===== src/rtl/ogr_result_streamer_pkg.sv =====
// rtl/ogr_result_streamer_pkg.sv - shared sizes and FSM states for the OGR result streamer
package ogr_result_streamer_pkg;
    localparam int OGR_NUMPOSITIONS = 5;
    localparam int OGR_POSW         = 8;
    localparam int OGR_NUMRESULTS   = 5;
    localparam int OGR_RULERW       = (OGR_NUMPOSITIONS + 1) * OGR_POSW;

    typedef enum logic [2:0] {
        ST_COLLECT,
        ST_HEADER,
        ST_PAYLOAD,
        ST_TAIL,
        ST_FINISHED
    } state_t;

    function automatic int idx_width(input int n);
        return (n > 1) ? $clog2(n) : 1;
    endfunction
endpackage


===== src/rtl/ogr_result_buffer.sv =====
// rtl/ogr_result_buffer.sv - NUMRESULTS-deep ruler register file with flush/append/indexed read
import ogr_result_streamer_pkg::*;

module ogr_result_buffer #(
    parameter int RULERW     = OGR_RULERW,
    parameter int NUMRESULTS = OGR_NUMRESULTS,
    parameter int IDXW       = idx_width(NUMRESULTS)
) (
    input  logic              i_clock,
    input  logic              i_reset,
    input  logic              i_flush,
    input  logic              i_append,
    input  logic [RULERW-1:0] i_wr_data,
    input  logic [IDXW-1:0]   i_rd_idx,
    output logic [RULERW-1:0] o_rd_data,
    output logic [5:0]        o_count
);
    logic [RULERW-1:0] r_mem [NUMRESULTS];
    logic [5:0]        r_count;
    logic [5:0]        w_wr_slot;

    // flush together with append restarts the buffer with the new ruler in slot 0
    assign w_wr_slot = i_flush ? 6'd0 : r_count;

    always_ff @(posedge i_clock or posedge i_reset) begin
        if (i_reset) begin
            r_count <= 6'd0;
            for (int i = 0; i < NUMRESULTS; i++) r_mem[i] <= '0;
        end else if (i_append) begin
            r_mem[w_wr_slot[IDXW-1:0]] <= i_wr_data;
            r_count                    <= w_wr_slot + 6'd1;
        end else if (i_flush) begin
            r_count <= 6'd0;
        end
    end

    assign o_rd_data = r_mem[i_rd_idx];
    assign o_count   = r_count;
endmodule


===== src/rtl/ogr_result_streamer.sv =====
// rtl/ogr_result_streamer.sv - keeps shortest Golomb rulers and streams them bytewise; OGR_RESULT_CHECKSUM_EN adds XOR tail byte
import ogr_result_streamer_pkg::*;

module ogr_result_streamer #(
    parameter int NUMPOSITIONS = OGR_NUMPOSITIONS,
    parameter int POSW         = OGR_POSW,
    parameter int NUMRESULTS   = OGR_NUMRESULTS
) (
    input  logic                           i_clock,
    input  logic                           i_reset,
    input  logic                           i_cand_valid,
    input  logic [(NUMPOSITIONS+1)*POSW-1:0] i_cand_marks,
    input  logic                           i_search_done,
    output logic [POSW-1:0]                o_best_len,
    output logic [5:0]                     o_num_results,
    output logic                           o_overflow,
    output logic [7:0]                     o_tx_data,
    output logic                           o_tx_valid,
    input  logic                           i_tx_ready,
    output logic                           o_stream_done
);
    localparam int RULERW = (NUMPOSITIONS + 1) * POSW;
    localparam int IDXW   = idx_width(NUMRESULTS);
    localparam int POSIW  = idx_width(NUMPOSITIONS + 1);
    localparam logic [5:0]       NR6     = 6'(NUMRESULTS);
    localparam logic [POSIW-1:0] LASTPOS = POSIW'(NUMPOSITIONS);

    state_t            r_state, w_next;
    logic [POSW-1:0]   r_best_len, w_cand_len, w_mark;
    logic              r_overflow;
    logic [5:0]        w_count, r_slot;
    logic [POSIW-1:0]  r_pos;
    logic              w_take, w_flush, w_append, w_drop_full;
    logic              w_last_mark, w_last_slot, w_hs;
    logic [RULERW-1:0] w_rd_ruler;
    logic [7:0]        w_tx_data;
    logic              w_tx_valid;

    assign w_cand_len  = i_cand_marks[POSW-1:0];
    assign w_take      = (r_state == ST_COLLECT) && i_cand_valid;
    assign w_flush     = w_take && (w_cand_len < r_best_len);
    assign w_append    = w_flush || (w_take && (w_cand_len == r_best_len) && (w_count < NR6));
    assign w_drop_full = w_take && (w_cand_len == r_best_len) && (w_count == NR6);

    ogr_result_buffer #(.RULERW(RULERW), .NUMRESULTS(NUMRESULTS), .IDXW(IDXW)) u_buffer (
        .i_clock   (i_clock),
        .i_reset   (i_reset),
        .i_flush   (w_flush),
        .i_append  (w_append),
        .i_wr_data (i_cand_marks),
        .i_rd_idx  (r_slot[IDXW-1:0]),
        .o_rd_data (w_rd_ruler),
        .o_count   (w_count)
    );

    always_ff @(posedge i_clock or posedge i_reset) begin
        if (i_reset) begin
            r_best_len <= '1;
            r_overflow <= 1'b0;
        end else if (w_flush) begin
            r_best_len <= w_cand_len;
            r_overflow <= 1'b0;
        end else if (w_drop_full) begin
            r_overflow <= 1'b1;
        end
    end

    always_comb begin
        w_mark = '0;
        for (int k = 0; k <= NUMPOSITIONS; k++)
            if (r_pos == POSIW'(k)) w_mark = w_rd_ruler[(NUMPOSITIONS-k)*POSW +: POSW];
    end

    assign w_last_mark = (r_pos == LASTPOS);
    assign w_last_slot = (r_slot == w_count - 6'd1);
    assign w_hs        = w_tx_valid && i_tx_ready;

`ifdef OGR_RESULT_CHECKSUM_EN
    logic [7:0] r_csum;
    always_ff @(posedge i_clock or posedge i_reset) begin
        if (i_reset)                    r_csum <= 8'd0;
        else if (r_state == ST_COLLECT) r_csum <= 8'd0;
        else if (w_hs)                  r_csum <= r_csum ^ w_tx_data;
    end
`endif

    always_ff @(posedge i_clock or posedge i_reset) begin
        if (i_reset) r_state <= ST_COLLECT;
        else         r_state <= w_next;
    end

    // tx byte is decoded only from registered state, so it stays put during a stall
    always_comb begin
        w_next     = r_state;
        w_tx_valid = 1'b0;
        w_tx_data  = 8'd0;
        case (r_state)
            ST_COLLECT: if (i_search_done) w_next = ST_HEADER;
            ST_HEADER: begin
                w_tx_valid = 1'b1;
                w_tx_data  = {r_overflow, 1'b0, w_count};
                if (i_tx_ready) w_next = (w_count == 6'd0) ? ST_TAIL : ST_PAYLOAD;
            end
            ST_PAYLOAD: begin
                w_tx_valid = 1'b1;
                w_tx_data  = 8'(w_mark);
                if (i_tx_ready && w_last_mark && w_last_slot) w_next = ST_TAIL;
            end
            ST_TAIL: begin
`ifdef OGR_RESULT_CHECKSUM_EN
                w_tx_valid = 1'b1;
                w_tx_data  = r_csum;
                if (i_tx_ready) w_next = ST_FINISHED;
`else
                w_next = ST_FINISHED;
`endif
            end
            ST_FINISHED: w_next = ST_FINISHED;
            default:     w_next = ST_COLLECT;
        endcase
    end

    always_ff @(posedge i_clock or posedge i_reset) begin
        if (i_reset) begin
            r_slot <= 6'd0;
            r_pos  <= '0;
        end else if (r_state == ST_HEADER) begin
            r_slot <= 6'd0;
            r_pos  <= '0;
        end else if (r_state == ST_PAYLOAD && w_hs) begin
            if (w_last_mark) begin
                r_pos  <= '0;
                r_slot <= r_slot + 6'd1;
            end else begin
                r_pos <= r_pos + 1'b1;
            end
        end
    end

    assign o_best_len    = r_best_len;
    assign o_num_results = w_count;
    assign o_overflow    = r_overflow;
    assign o_tx_data     = w_tx_data;
    assign o_tx_valid    = w_tx_valid;
    assign o_stream_done = (r_state == ST_FINISHED);
endmodule

===== config.mk =====
export PLATFORM = sky130hd
export DESIGN_NAME = ogr_result_streamer
export DESIGN_NICKNAME = d
export VERILOG_FILES = /design/src/rtl/ogr_result_streamer_pkg.sv /design/src/rtl/ogr_result_buffer.sv /design/src/rtl/ogr_result_streamer.sv
export SDC_FILE = /design/constraint.sdc
export NUM_CORES = 1
export LEC_CHECK = 0
export ABC_CLOCK_PERIOD_IN_PS = 23400
export BUFFER_PORTS_ARGS = -buffer_cell sky130_fd_sc_hd__buf_2
export CAP_MARGIN = 20
export CORE_MARGIN = 1.5
export CORE_UTILIZATION = 45
export DETAILED_ROUTE_END_ITERATION = 16
export PLACE_DENSITY = 0.66
export SLEW_MARGIN = 20
export SYNTH_ARGS = -nofsm -noshare
export SYNTH_HDL_FRONTEND = slang
export SYNTH_SLANG_ARGS = --single-unit
export TNS_END_PERCENT = 20

===== constraint.sdc =====
create_clock -name i_clock -period 23.4 [get_ports i_clock]
set_input_delay 3.51 -clock i_clock [delete_from_list [all_inputs] [get_ports i_clock]]
set_output_delay 3.51 -clock i_clock [all_outputs]
set_load 0.05 [all_outputs]

==> results of run 1 <==
-- how the worst max path moves through the flow --
| stage | start | to | slack, ns | cells past startpoint |
|---|---|---|---|---|
| 6_report | r_slot[0] | o_tx_data[4] | 16.06 | 8 |
| 5_1_grt | r_slot[0] | o_tx_data[4] | 15.72 | 8 |
| 4_1_cts | r_slot[2] | o_tx_data[4] | 15.81 | 9 |
| 3_5_place_dp | r_slot[2] | o_tx_data[4] | 16.41 | 9 |
| 3_3_place_gp | r_slot[2] | o_tx_data[4] | 16.50 | 9 |
| 2_1_floorplan | i_reset | o_overflow | 12.55 | 1 |
-- tightest hold or removal path: stages, from the launching register on --
cell	delay, ns
sky130_fd_sc_hd__dfrtp_1	0.35
sky130_fd_sc_hd__nand2_1	0.05
sky130_fd_sc_hd__o21ai_0	0.06
-- logic make-up (layout without fill, tap and decap cells) --
logic type,Yosys count,after routing,synth area share (%)
AO/OA/AOI/OAI,141,141,7.86
XOR/XNOR,11,11,0.755
adder cells (fa/ha/maj),13,13,1.28
buffers and inverters,84,161,2.88
flip-flops,267,267,52.5
multiplexers,307,307,29.2
AND/OR/NAND/NOR,135,135,5.52
-- flip-flops by register name (all words and copies together) (netlist names) --
signal / cells
r_state: 3
u_buffer.o_count: 6
o_overflow: 1
o_best_len: 8
u_buffer.r_mem: 240
r_slot: 6
r_pos: 3
-- Yosys cell counts, types with 3 or more instances --
library cell / count / area share [%]
sky130_fd_sc_hd__a211oi_1: 4 / 0.24
sky130_fd_sc_hd__a21oi_1: 24 / 0.94
sky130_fd_sc_hd__a221o_1: 7 / 0.55
sky130_fd_sc_hd__a221oi_1: 15 / 1.0
sky130_fd_sc_hd__a22oi_1: 17 / 1.0
sky130_fd_sc_hd__a31oi_1: 7 / 0.34
sky130_fd_sc_hd__buf_1: 9 / 0.26
sky130_fd_sc_hd__buf_2: 18 / 0.71
sky130_fd_sc_hd__buf_6: 3 / 0.26
sky130_fd_sc_hd__clkbuf_1: 34 / 1.0
sky130_fd_sc_hd__dfrtp_1: 259 / 51
sky130_fd_sc_hd__dfstp_2: 8 / 1.6
sky130_fd_sc_hd__ha_1: 13 / 1.3
sky130_fd_sc_hd__inv_1: 18 / 0.53
sky130_fd_sc_hd__mux2_2: 225 / 20
sky130_fd_sc_hd__mux2_4: 20 / 2.4
sky130_fd_sc_hd__mux2i_1: 40 / 3.1
sky130_fd_sc_hd__mux4_2: 22 / 3.9
sky130_fd_sc_hd__nand2_1: 36 / 1.1
sky130_fd_sc_hd__nand2b_1: 4 / 0.20
sky130_fd_sc_hd__nand3_1: 5 / 0.20
sky130_fd_sc_hd__nand3b_1: 5 / 0.29
sky130_fd_sc_hd__nand4_1: 8 / 0.39
sky130_fd_sc_hd__nor2_1: 38 / 1.1
sky130_fd_sc_hd__nor2b_1: 9 / 0.44
sky130_fd_sc_hd__nor3_1: 6 / 0.24
sky130_fd_sc_hd__nor3b_1: 7 / 0.41
sky130_fd_sc_hd__o21ai_0: 22 / 0.86
sky130_fd_sc_hd__o221ai_1: 6 / 0.41
sky130_fd_sc_hd__o22a_1: 6 / 0.41
sky130_fd_sc_hd__o22ai_1: 4 / 0.20
sky130_fd_sc_hd__o2bb2ai_1: 5 / 0.34
sky130_fd_sc_hd__or2_2: 3 / 0.15
sky130_fd_sc_hd__or3_1: 3 / 0.15
sky130_fd_sc_hd__xnor2_1: 8 / 0.55
sky130_fd_sc_hd__xor2_1: 3 / 0.21
-- through the flow --
stage | cell area [um^2] | hold slack (ns) | utilization, % | worst slack (ns)
2_1_floorplan | 12800 | 0.445 | - | 12.55
3_3_place_gp | 13500 | 0.482 | 48.3 | 16.50
3_5_place_dp | 13500 | 0.491 | 48.3 | 16.41
4_1_cts | 14500 | 0.504 | 52.1 | 15.81
5_1_grt | 14500 | 0.511 | 52.1 | 15.72
6_report | 14500 | 0.496 | 52.1 | 16.06
-- area by class of cell --
| class | count | area share (%) |
|---|---|---|
| sequential | 267 | 46.1 |
| tap | 378 | 3.26 |
| multi-input combinational | 607 | 39.5 |
| clock buffer | 38 | 5.64 |
| clock inverter | 15 | 1.59 |
| inverter | 18 | 0.517 |
| timing repair buffer | 90 | 3.35 |
-- where the power goes --
| part | switching (mW) | leakage, nW | total [mW] | internal (mW) |
|---|---|---|---|---|
| clock network | 0.185 | 0.520 | 0.497 | 0.312 |
| logic | 0.297 | 2.71 | 0.492 | 0.195 |
| registers | 0.0467 | 3.59 | 0.574 | 0.528 |
| total | 0.529 | 6.82 | 1.56 | 1.03 |
-- routing by layer --
metal  global-route usage (%)  up-vias  share of wire [%]
met4                     6.06        0                2.6
met5                        0        -                  0
met3                     2.37       54                3.3
met1                     30.6     4181                 48
li1                         -     3671                  -
met2                     32.4      158                 46
==> impl_summary.txt, run 1 <==
----------------------------------------------------
[Run status]
  Result of the run ... complete, no violations

[Clock network]
  CTS tree ... done
  Clock latency of the later-clocked register in the worst-skew pair ... between 0.5 and 0.6 ns
  Clock sinks ... 267
  Post-CTS Setup Repair Bufs ... 0
  Level count of the clock H-tree ... 1
  Clock tree root buffer cell ... sky130_fd_sc_hd__clkbuf_16
  Post_cts resized ... 0
  CTS Buf Count ... 29
  Count of hold buffers inserted by post-cts repair ... 0
  Clock slew at the register clock pins of the worst setup and hold paths ... 0.06 ns
  Maximum clock insertion buffer count ... 3

[Synth]
  Total nets after synthesis ... 1024
  Mean area per synthesized cell ... approximately 13 um^2
  Gate Count Post-Synth ... 958
  Warning count from the yosys run ... 0
  Share of synthesized registers carrying an async set or reset ... 100%
  Prevailing post-synth register cell ... sky130_fd_sc_hd__dfrtp_1
  EDFF count, synth ... 0
  Flip-flop and latch count after synthesis ... 267
  Fraction of the yosys area taken by sequential cells ... 52.5%
  Cell area after technology mapping ... 12800 um^2
  Distinct cell type count of the synthesized netlist ... 62

[Finish]
  Count of placed standard cells in the final layout, fillers left out ... approximately 1400
  Area taken by flip-flops and latches ... 6700 um^2
  Most frequent cells in the layout ... sky130_fd_sc_hd__dfrtp_1 (257), sky130_fd_sc_hd__mux2_2 (225), sky130_fd_sc_hd__buf_2 (77)
  Multi-input gate area in the final layout ... 5740 um^2
  Filler cell count in the final layout ... 2356
  Most common cell after layout, fill and taps aside ... sky130_fd_sc_hd__dfrtp_1
  Final net count ... 1079
  Layout cells sized above 1 ... 41.9%
  Area growth syn-to-layout ... 13.9%
  Count of inserted antenna diode cells ... 0

[Placed design]
  Input/output buffers ... 77
  Sum of net half-perimeters after detailed placement ... 18.7 mm
  Number of cells in the design after placement ... 1360
  Weighted congestion at the end of routability-driven global placement ... 0.787

[Worst setup path]
  Worst reg2reg endpoint ... u_buffer.r_mem[116]
  Crit-path max FO ... 53
  Cell Chain, Critical Path ... buf_4 > nand2b_1 > o22ai_1 > o21ai_0 > o21ai_0 > a41oi_1 > o31ai_1 > buf_2
  Data required time of the worst path ... 19.89 ns
  Data arrival time of the worst path ... about 3.8 ns
  Critical Path Max Stage Delay ... between 0.6 and 0.7 ns
  Depth of the worst register-to-register path ... 9
  Type of origin of the critical path ... flop
  Worst-path cell with the longest stage delay ... sky130_fd_sc_hd__buf_4
  Crit. End Element ... output port
  Most frequent cell on the critical path ... sky130_fd_sc_hd__o21ai_0
  Worst path top cell family by delay ... compound AO/OA/AOI/OAI gates
  Reg2Reg Launch Point ... o_best_len[1]
  Buffers and inverters on the worst path ... 2
  Category of the critical setup timing path ... reg -> out
  R2r setup slk ... 19.89 ns

[Detailed routing]
  Total via count after detailed routing ... 8064
  Initial DRC count ... 501
  Number of search-and-repair iterations in the first detailed-routing pass ... 5
  Sum of routed wire length over all layers ... 29.5 mm
  Final antenna-violating net count ... 0
  Average routed wire per standard cell ... 20.9 um
  DRC violations left ... 0
  Detailed-route vias per instance ... 5.71

[Die]
  Starting density of the core ... 45.8%
  Num rows ... 61
  I/O Pins ... between 70 and 80
  Width of the die ... 171 um
  Placeable core region ... around 28000 um^2
  Vertical die dimension ... 171 um
  Die Area ... just under 30000 um^2

[GRT]
  Initial antenna violation count ... 0
  Residual overflow from global routing ... 0
  Number of global-route vias before repair ... 8179
  Pin count of the biggest net entering global routing ... 116
  GRT Resource Usage Total ... around 21%
  Global-route wire length before repair ... 47.2 mm

[Power]
  Total power of the final layout ... 1.56 mW
  Worst voltage drop across the vdd grid ... 0.0722 mV
  Power per cell area ... 108 nW/um^2
  Reported leakage power ... between 6 and 7 nW

[Min path]
  Min-Delay Path Class ... reg -> reg
  Hold Crit Depth ... 2
  Worst Hold Endpoint ... u_buffer.r_mem[48]
  Worst Hold Launch ... u_buffer.r_mem[48]

[STA]
  Final worst path period need ... 7.34 ns
  Slew @ Worst Pin ... around 1.1 ns
  Clock tree skew after final layout ... 0.0164 ns
  Setup TNS ... 0 ns
  Max-slew violation count ... 0
  Unrepaired setup endpoints after global routing ... no
  Final setup violating endpoints ... 0
  Final Hold Fails ... 0
  Highest clock rate ... 136 MHz
  Final clock period utilization by the worst path ... about a third
  Max-slew headroom ... 27.1%

[Run]
  # Max-Cap Violations ... 0

----------------------------------------------------
Power figures use the tool's default switching activity.
==> inputs of run 2 (changes only) <==
--- a/config.mk
+++ b/config.mk
@@ -5,7 +5,7 @@
 export SDC_FILE = /design/constraint.sdc
 export NUM_CORES = 1
 export LEC_CHECK = 0
-export ABC_CLOCK_PERIOD_IN_PS = 23400
+export ABC_CLOCK_PERIOD_IN_PS = 6800
 export BUFFER_PORTS_ARGS = -buffer_cell sky130_fd_sc_hd__buf_2
 export CAP_MARGIN = 20
 export CORE_MARGIN = 1.5
==> constraint.sdc (replaced) <==
create_clock -name i_clock -period 6.8 [get_ports i_clock]
set_input_delay 1.02 -clock i_clock [delete_from_list [all_inputs] [get_ports i_clock]]
set_output_delay 1.02 -clock i_clock [all_outputs]
set_load 0.05 [all_outputs]
==> run 2 against run 1 <==
Effect of this change:
- register-to-register slack got worse by 17 ns
- sequential share of layout area is 0.22 points higher
- global-route usage about the same
- sequential power grew to 3.4 times the previous value
- critical path type unchanged
- critical path depth did not move
- setup slack lost 14 ns
- clock skew fell by 0.0043 ns
- cell area shrank 0.47%
- non-clock buffer count up 1
- largest cell class unchanged
- via count decreased by 0.38%
- die area unchanged
- clock-buffer cell count is 2 higher
==> impl_summary.txt, run 2 (synthesis gave the netlist of run 1 again) <==
----------------------------------------------------
[Run status]
  Result of the run ... complete, no violations

[Worst setup path]
  Cell Chain, Critical Path ... buf_4 > nand2b_1 > o22ai_1 > o21ai_0 > o21ai_0 > a41oi_1 > o31ai_1 > buf_2
  Data required time of the worst path ... 5.78 ns (-14.11 ns)
  Type of origin of the critical path ... flop
  Crit-path max FO ... 53 (unchanged)
  R2r setup slk ... 3.23 ns (-16.66 ns)
  Worst-path cell with the longest stage delay ... sky130_fd_sc_hd__buf_4
  Crit. End Element ... output port
  Worst reg2reg endpoint ... u_buffer.r_mem[230]
  Critical Path Max Stage Delay ... 0.67 ns (about the same)
  Data arrival time of the worst path ... 3.82 ns (about the same)
  Reg2Reg Launch Point ... o_best_len[7]
  Category of the critical setup timing path ... reg -> out
  Most frequent cell on the critical path ... sky130_fd_sc_hd__o21ai_0
  Depth of the worst register-to-register path ... 8 (-1)

[STA]
  Max-slew violation count ... 0 (unchanged)
  Final Hold Fails ... 0 (unchanged)
  Final worst path period need ... 4.84 ns
  Unrepaired setup endpoints after global routing ... no
  Slew @ Worst Pin ... 1.10 ns (+0.0131 ns)
  Final setup violating endpoints ... 0 (unchanged)
  Final clock period utilization by the worst path ... 71.2%
  Highest clock rate ... 206 MHz
  Clock tree skew after final layout ... 0.0121 ns (-0.00430 ns)
  Setup TNS ... 0 ns (unchanged)
  Hold Worst Slack ... 0.493 ns (-0.00364 ns)
  Final WS setup ... 1.96 ns (-14.11 ns)
  Max-slew headroom ... 26.2% (-0.88 points)

[Clock network]
  Level count of the clock H-tree ... 1 (unchanged)
  Maximum clock insertion buffer count ... 3 (unchanged)
  CTS Buf Count ... 29 (unchanged)
  Clock sinks ... 267 (unchanged)
  Clock slew at the register clock pins of the worst setup and hold paths ... 0.06 ns (about the same)
  Clock latency of the later-clocked register in the worst-skew pair ... 0.54 ns (about the same)
  CTS tree ... done
  Post-CTS Setup Repair Bufs ... 0 (unchanged)
  Clock tree root buffer cell ... sky130_fd_sc_hd__clkbuf_16
  Post_cts resized ... 0 (unchanged)
  Count of hold buffers inserted by post-cts repair ... 0 (unchanged)

[Placed design]
  Weighted congestion at the end of routability-driven global placement ... 0.809 (+2.9%)
  Input/output buffers ... 77 (unchanged)
  Post-placement cell area ... 13500 um^2 (+0.16%)
  Number of cells in the design after placement ... 1360 (unchanged)
  Sum of net half-perimeters after detailed placement ... 18.5 mm (-1.0%)
  Post-Place Worst Slack ... 2.46 ns (-13.95 ns)

[GRT]
  Number of global-route vias before repair ... 8221 (+0.51%)
  Pin count of the biggest net entering global routing ... 198 (+71%)
  Initial antenna violation count ... 0 (unchanged)
  GRT Resource Usage Total ... 20.8% (about the same)
  Residual overflow from global routing ... 0 (unchanged)
  Global-route wire length before repair ... 47.1 mm (-0.25%)

[Finish]
  Register with the most flip-flops ... u_buffer.r_mem
  Util after Layout ... 51.9% (-0.25 points)
  Count of inserted antenna diode cells ... 0 (unchanged)
  Final Cell Area ... 14500 um^2 (-0.47%)
  Layout cells sized above 1 ... 41.8% (-0.097 points)
  Number of flip-flops under the largest register name ... 240 (unchanged)
  Filler cell count in the final layout ... 2413 (+2.4%)
  Final net count ... 1080 (+0.093%)
  Area growth syn-to-layout ... 13.4%
  Count of placed standard cells in the final layout, fillers left out ... 1413 (unchanged)
  Most common cell after layout, fill and taps aside ... sky130_fd_sc_hd__dfrtp_1
  Area taken by flip-flops and latches ... 6700 um^2 (unchanged)
  Most frequent cells in the layout ... sky130_fd_sc_hd__dfrtp_1 (257), sky130_fd_sc_hd__mux2_2 (225), sky130_fd_sc_hd__buf_2 (77)
  Multi-input gate area in the final layout ... 5740 um^2 (unchanged)

[Die]
  I/O Pins ... 78 (unchanged)
  Vertical die dimension ... 171 um (unchanged)
  Die Area ... 29400 um^2 (unchanged)
  Width of the die ... 171 um (unchanged)
  Starting density of the core ... 45.8% (unchanged)
  Num rows ... 61 (unchanged)
  Placeable core region ... 27900 um^2 (unchanged)

[Power]
  Reported leakage power ... 6.78 nW (-0.50%)
  Total power of the final layout ... 5.23 mW (+230%)
  Worst voltage drop across the vdd grid ... 0.238 mV (+230%)
  Power per cell area ... 362 nW/um^2 (+240%)

[Min path]
  Hold Crit Depth ... 2 (unchanged)
  Worst Hold Launch ... u_buffer.r_mem[48]
  Worst Hold Endpoint ... u_buffer.r_mem[48]
  Min-Delay Path Class ... reg -> reg

[Run]
  # Max-Cap Violations ... 0 (unchanged)

[Detailed routing]
  DRC violations left ... 0 (unchanged)
  Detailed-route vias per instance ... 5.69 (-0.38%)
  Average routed wire per standard cell ... 20.8 um (-0.65%)
  Initial DRC count ... 531 (+6.0%)
  Total via count after detailed routing ... 8033 (-0.38%)
  Sum of routed wire length over all layers ... 29.4 mm (-0.65%)
  Number of search-and-repair iterations in the first detailed-routing pass ... 7 (+2)
  Final antenna-violating net count ... 0 (unchanged)

----------------------------------------------------
[run 2: changes by cell type in the layout (fill, tap and decap cells not counted)]
cell / before / now
sky130_fd_sc_hd__bufinv_16: 6 / 2
sky130_fd_sc_hd__clkinv_2: 7 / 9
sky130_fd_sc_hd__buf_12: 0 / 1
sky130_fd_sc_hd__buf_16: 0 / 1
sky130_fd_sc_hd__buf_6: 1 / 0
sky130_fd_sc_hd__clkbuf_1: 3 / 4
sky130_fd_sc_hd__clkbuf_8: 6 / 7
sky130_fd_sc_hd__clkinv_4: 1 / 0
sky130_fd_sc_hd__clkinvlp_4: 1 / 2
sky130_fd_sc_hd__inv_8: 1 / 0
[run 2: layer usage]
| metal | vias up | wire [um] | GRT usage (%) |
|---|---|---|---|
| li1 | 3667 | - | - |
| met1 | 4173 | 13900 | 29.8 |
| met3 | 45 | 981 | 2.12 |
| met4 | 0 | 739 | 5.87 |
| met2 | 148 | 13800 | 33.5 |
| met5 | - | 0 | 0 |
[run 2: power breakdown]
group	internal [mW]	switching (mW)	total [mW]
registers	1.82	0.162	1.98
logic	0.674	1.02	1.69
clock network	0.929	0.630	1.56
total	3.42	1.81	5.23
[run 2: worst max path at each step]
stage	from	to	slack, ns	cells past startpoint
after floorplan	i_reset	o_overflow	2.26	1
after global placement	r_slot[1]	o_tx_data[4]	2.40	8
after detailed placement	r_slot[0]	o_tx_data[4]	2.46	8
after CTS	r_slot[0]	o_tx_data[4]	1.88	8
after global routing	r_slot[0]	o_tx_data[4]	1.71	8
final	r_slot[0]	o_tx_data[4]	1.96	8
[run 2: layout make-up]
type	instances	area share [%]
clock buffers	40	5.79
clock inverters	12	0.779
inverters	18	0.493
multi-input cells	607	39.7
flip-flops and latches	267	46.3
well taps	378	3.27
repair buffers	91	3.62
[run 2: worst max-delay path, delay by kind of cell, from the launching register on]
| kind | cells | cell delay (ns) |
|---|---|---|
| simple gates | 1 | 0.65 |
| compound gates | 5 | 1.26 |
| buf+inv | 2 | 1.00 |
| flops | 1 | 0.35 |
==> inputs of run 3 (changes only) <==
--- a/config.mk
+++ b/config.mk
@@ -5,7 +5,7 @@
 export SDC_FILE = /design/constraint.sdc
 export NUM_CORES = 1
 export LEC_CHECK = 0
-export ABC_CLOCK_PERIOD_IN_PS = 6800
+export ABC_CLOCK_PERIOD_IN_PS = 4900
 export BUFFER_PORTS_ARGS = -buffer_cell sky130_fd_sc_hd__buf_2
 export CAP_MARGIN = 20
 export CORE_MARGIN = 1.5
==> constraint.sdc (replaced) <==
create_clock -name i_clock -period 4.9 [get_ports i_clock]
set_input_delay 0.735 -clock i_clock [delete_from_list [all_inputs] [get_ports i_clock]]
set_output_delay 0.735 -clock i_clock [all_outputs]
set_load 0.05 [all_outputs]
==> run 3 against run 2 <==
Effect of this change:
- combinational power increased by 34%
- first-iteration DRC count rose by 24%
- sequential share of layout area about the same
- via count rose by 0.98%
- clock skew fell by 0.0013 ns
- wire length increased by 2.0%
- setup slack worse by 1.2 ns
- sequential power up 45%
- utilization hardly changed
- highest routed layer unchanged
- largest power group unchanged
- sequential cell count unchanged
- die area unchanged
==> impl_summary.txt, run 3 (synthesis gave the netlist of run 1 again) <==
----------------------------------------------------
[Die]
  Starting density of the core ... 45.8% (unchanged)
  I/O Pins ... 78 (unchanged)
  Die Area ... 29400 um^2 (unchanged)
  Placeable core region ... 27900 um^2 (unchanged)
  Width of the die ... 171 um (unchanged)
  Vertical die dimension ... 171 um (unchanged)
  Num rows ... 61 (unchanged)

[Clock network]
  Post_cts resized ... 0 (unchanged)
  Maximum clock insertion buffer count ... 3 (unchanged)
  Clock slew at the register clock pins of the worst setup and hold paths ... 0.06 ns (about the same)
  Post-CTS Setup Repair Bufs ... 0 (unchanged)
  Clock latency of the later-clocked register in the worst-skew pair ... 0.54 ns (about the same)
  Clock sinks ... 267 (unchanged)
  Count of hold buffers inserted by post-cts repair ... 0 (unchanged)
  Clock tree root buffer cell ... sky130_fd_sc_hd__clkbuf_16
  Level count of the clock H-tree ... 1 (unchanged)
  CTS tree ... done
  CTS Buf Count ... 29 (unchanged)

[Power]
  Worst voltage drop across the vdd grid ... 0.281 mV (+18%)
  Internal Pwr Total ... 4.69 mW (+37%)
  Power spent charging and discharging nets ... 2.52 mW (+39%)
  Sequential power share ... 39.8% (+2.0 points)
  Reported leakage power ... 6.79 nW (+0.19%)
  Switching part of the total power ... 35.0% (+0.36 points)
  Clock power frac ... 28.7% (-1.1 points)
  Power per cell area ... 499 nW/um^2 (+38%)
  Relative contribution of combinational cells to total power ... 31.4% (-1.0 points)

[STA]
  Setup TNS ... 0 ns (unchanged)
  Final setup violating endpoints ... 0 (unchanged)
  Final Hold Fails ... 0 (unchanged)
  Final WS setup ... 0.718 ns (-1.24 ns)
  Slew @ Worst Pin ... 1.02 ns (-0.0813 ns)
  Final worst path period need ... 4.18 ns
  Unrepaired setup endpoints after global routing ... no
  Max-slew violation count ... 0 (unchanged)
  Final clock period utilization by the worst path ... between 80% and 90%
  Highest clock rate ... 239 MHz
  Clock tree skew after final layout ... 0.0108 ns (-0.00130 ns)
  Hold Worst Slack ... 0.169 ns (-0.324 ns)
  Max-slew headroom ... 31.7% (+5.5 points)

[Placed design]
  Sum of net half-perimeters after detailed placement ... 19.3 mm (+4.3%)
  Weighted congestion at the end of routability-driven global placement ... 0.854 (+5.5%)
  Post-placement cell area ... 13500 um^2 (+0.48%)
  Post-Place Worst Slack ... 1.24 ns (-1.21 ns)
  Input/output buffers ... 77 (unchanged)

[Finish]
  Most frequent cells in the layout ... sky130_fd_sc_hd__dfrtp_1 (257), sky130_fd_sc_hd__mux2_2 (225), sky130_fd_sc_hd__buf_2 (77)
  Count of inserted antenna diode cells ... 0 (unchanged)
  Most common cell after layout, fill and taps aside ... sky130_fd_sc_hd__dfrtp_1
  Util after Layout ... 51.9% (about the same)
  Final Cell Area ... 14500 um^2 (about the same)
  Number of flip-flops under the largest register name ... 240 (unchanged)
  Final net count ... 1087 (+0.65%)
  Layout cells sized above 1 ... 41.8% (-0.065 points)
  Area growth syn-to-layout ... 13.4% (about the same)
  Register with the most flip-flops ... u_buffer.r_mem

[Run]
  # Max-Cap Violations ... 0 (unchanged)

[Run status]
  Result of the run ... complete, no violations

[Worst setup path]
  Data arrival time of the worst path ... 3.45 ns (-0.37 ns)
  Worst path top cell family by delay ... simple AND/OR/NAND/NOR gates
  Crit. End Element ... output port
  Reg2Reg Launch Point ... o_best_len[7]
  Buffers and inverters on the worst path ... 2 (unchanged)
  Crit-path max FO ... 28 (-47%)
  Worst-path cell with the longest stage delay ... sky130_fd_sc_hd__dfrtp_2
  Cell Chain, Critical Path ... buf_4 > or2_2 > nor2_1 > nand2_1 > nand3_1 > a41oi_1 > o31ai_1 > buf_2
  R2r setup slk ... 1.58 ns (-1.65 ns)
  Type of origin of the critical path ... flop
  Category of the critical setup timing path ... reg -> out
  First element of the critical path ... r_slot[0]
  Data required time of the worst path ... 4.16 ns (-1.62 ns)
  Critical Path Max Stage Delay ... 0.73 ns (+0.06 ns)

[GRT]
  Initial antenna violation count ... 0 (unchanged)
  Global-route wire length before repair ... 47.9 mm (+1.5%)
  Number of global-route vias before repair ... 8311 (+1.1%)
  Pin count of the biggest net entering global routing ... 87 (-56%)
  Residual overflow from global routing ... 0 (unchanged)
  GRT Resource Usage Total ... 21.0% (+0.23 points)

[Detailed routing]
  DRC violations left ... 0 (unchanged)
  Detailed-route vias per instance ... 5.72 (+0.70%)
  Average routed wire per standard cell ... 21.1 um (+1.7%)
  Total via count after detailed routing ... 8112 (+0.98%)
  Sum of routed wire length over all layers ... 29.9 mm (+2.0%)
  Initial DRC count ... 659 (+24%)
  Final antenna-violating net count ... 0 (unchanged)
  Number of search-and-repair iterations in the first detailed-routing pass ... 5 (-2)

[Min path]
  Min-Delay Path Class ... in -> async

----------------------------------------------------
==> run 3: changes by cell type in the layout (fill, tap and decap cells not counted), sizes merged <==
cell | before | now
buf | 91 | 98
bufinv | 2 | 1
clkinv | 9 | 8
clkinvlp | 2 | 1
==> run 3: metrics by stage <==
step                      power (mW)  std cells
after CTS                       7.27       1416
after global placement          5.14       1367
after floorplan                 4.49        958
after detailed placement        5.18       1367
final                           7.22       1417
after global routing            7.58       1417
==> run 3: final timing paths <==
check                                           end  cells after the start
min in group i_clock                     r_state[0]                      3
worst max register to register   u_buffer.r_mem[29]                      9
worst min register to register  u_buffer.r_mem[111]                      1
worst max-delay path                   o_tx_data[4]                      8
worst min-delay path             u_buffer.r_mem[13]                      2
max in group asynchronous       u_buffer.r_mem[224]                      3
==> run 3: layout make-up <==
class / instances / area, um^2
Sequential cell: 267 / 6700
Inverter: 18 / 71.3
Timing Repair Buffer: 98 / 593
Clock inverter: 9 / 70.1
Fill cell: 2406 / 13400
Multi-Input combinational cell: 607 / 5730
Clock buffer: 40 / 827
Tap cell: 378 / 473
==> run 3: power groups by stage <==
stage          combinational, mW  sequential (mW)  clock, mW
6_report                    2.27             2.87       2.07
3_3_place_gp                2.23             2.90          0
5_1_grt                     2.45             2.92       2.21
2_1_floorplan               1.69             2.80          0
3_5_place_dp                2.27             2.91          0
4_1_cts                     2.28             2.88       2.11
==> run 3: layer usage <==
layer  vias up  share of wire [%]  global-route usage, %  routed length [um]
met5         -                  0                      0                   0
met4         0                2.1                   5.45                 617
met3        40                4.1                   2.42                1220
met2       182                 47                   33.2               14000
met1      4221                 47                   30.7               14100
li1       3669                  -                      -                   -
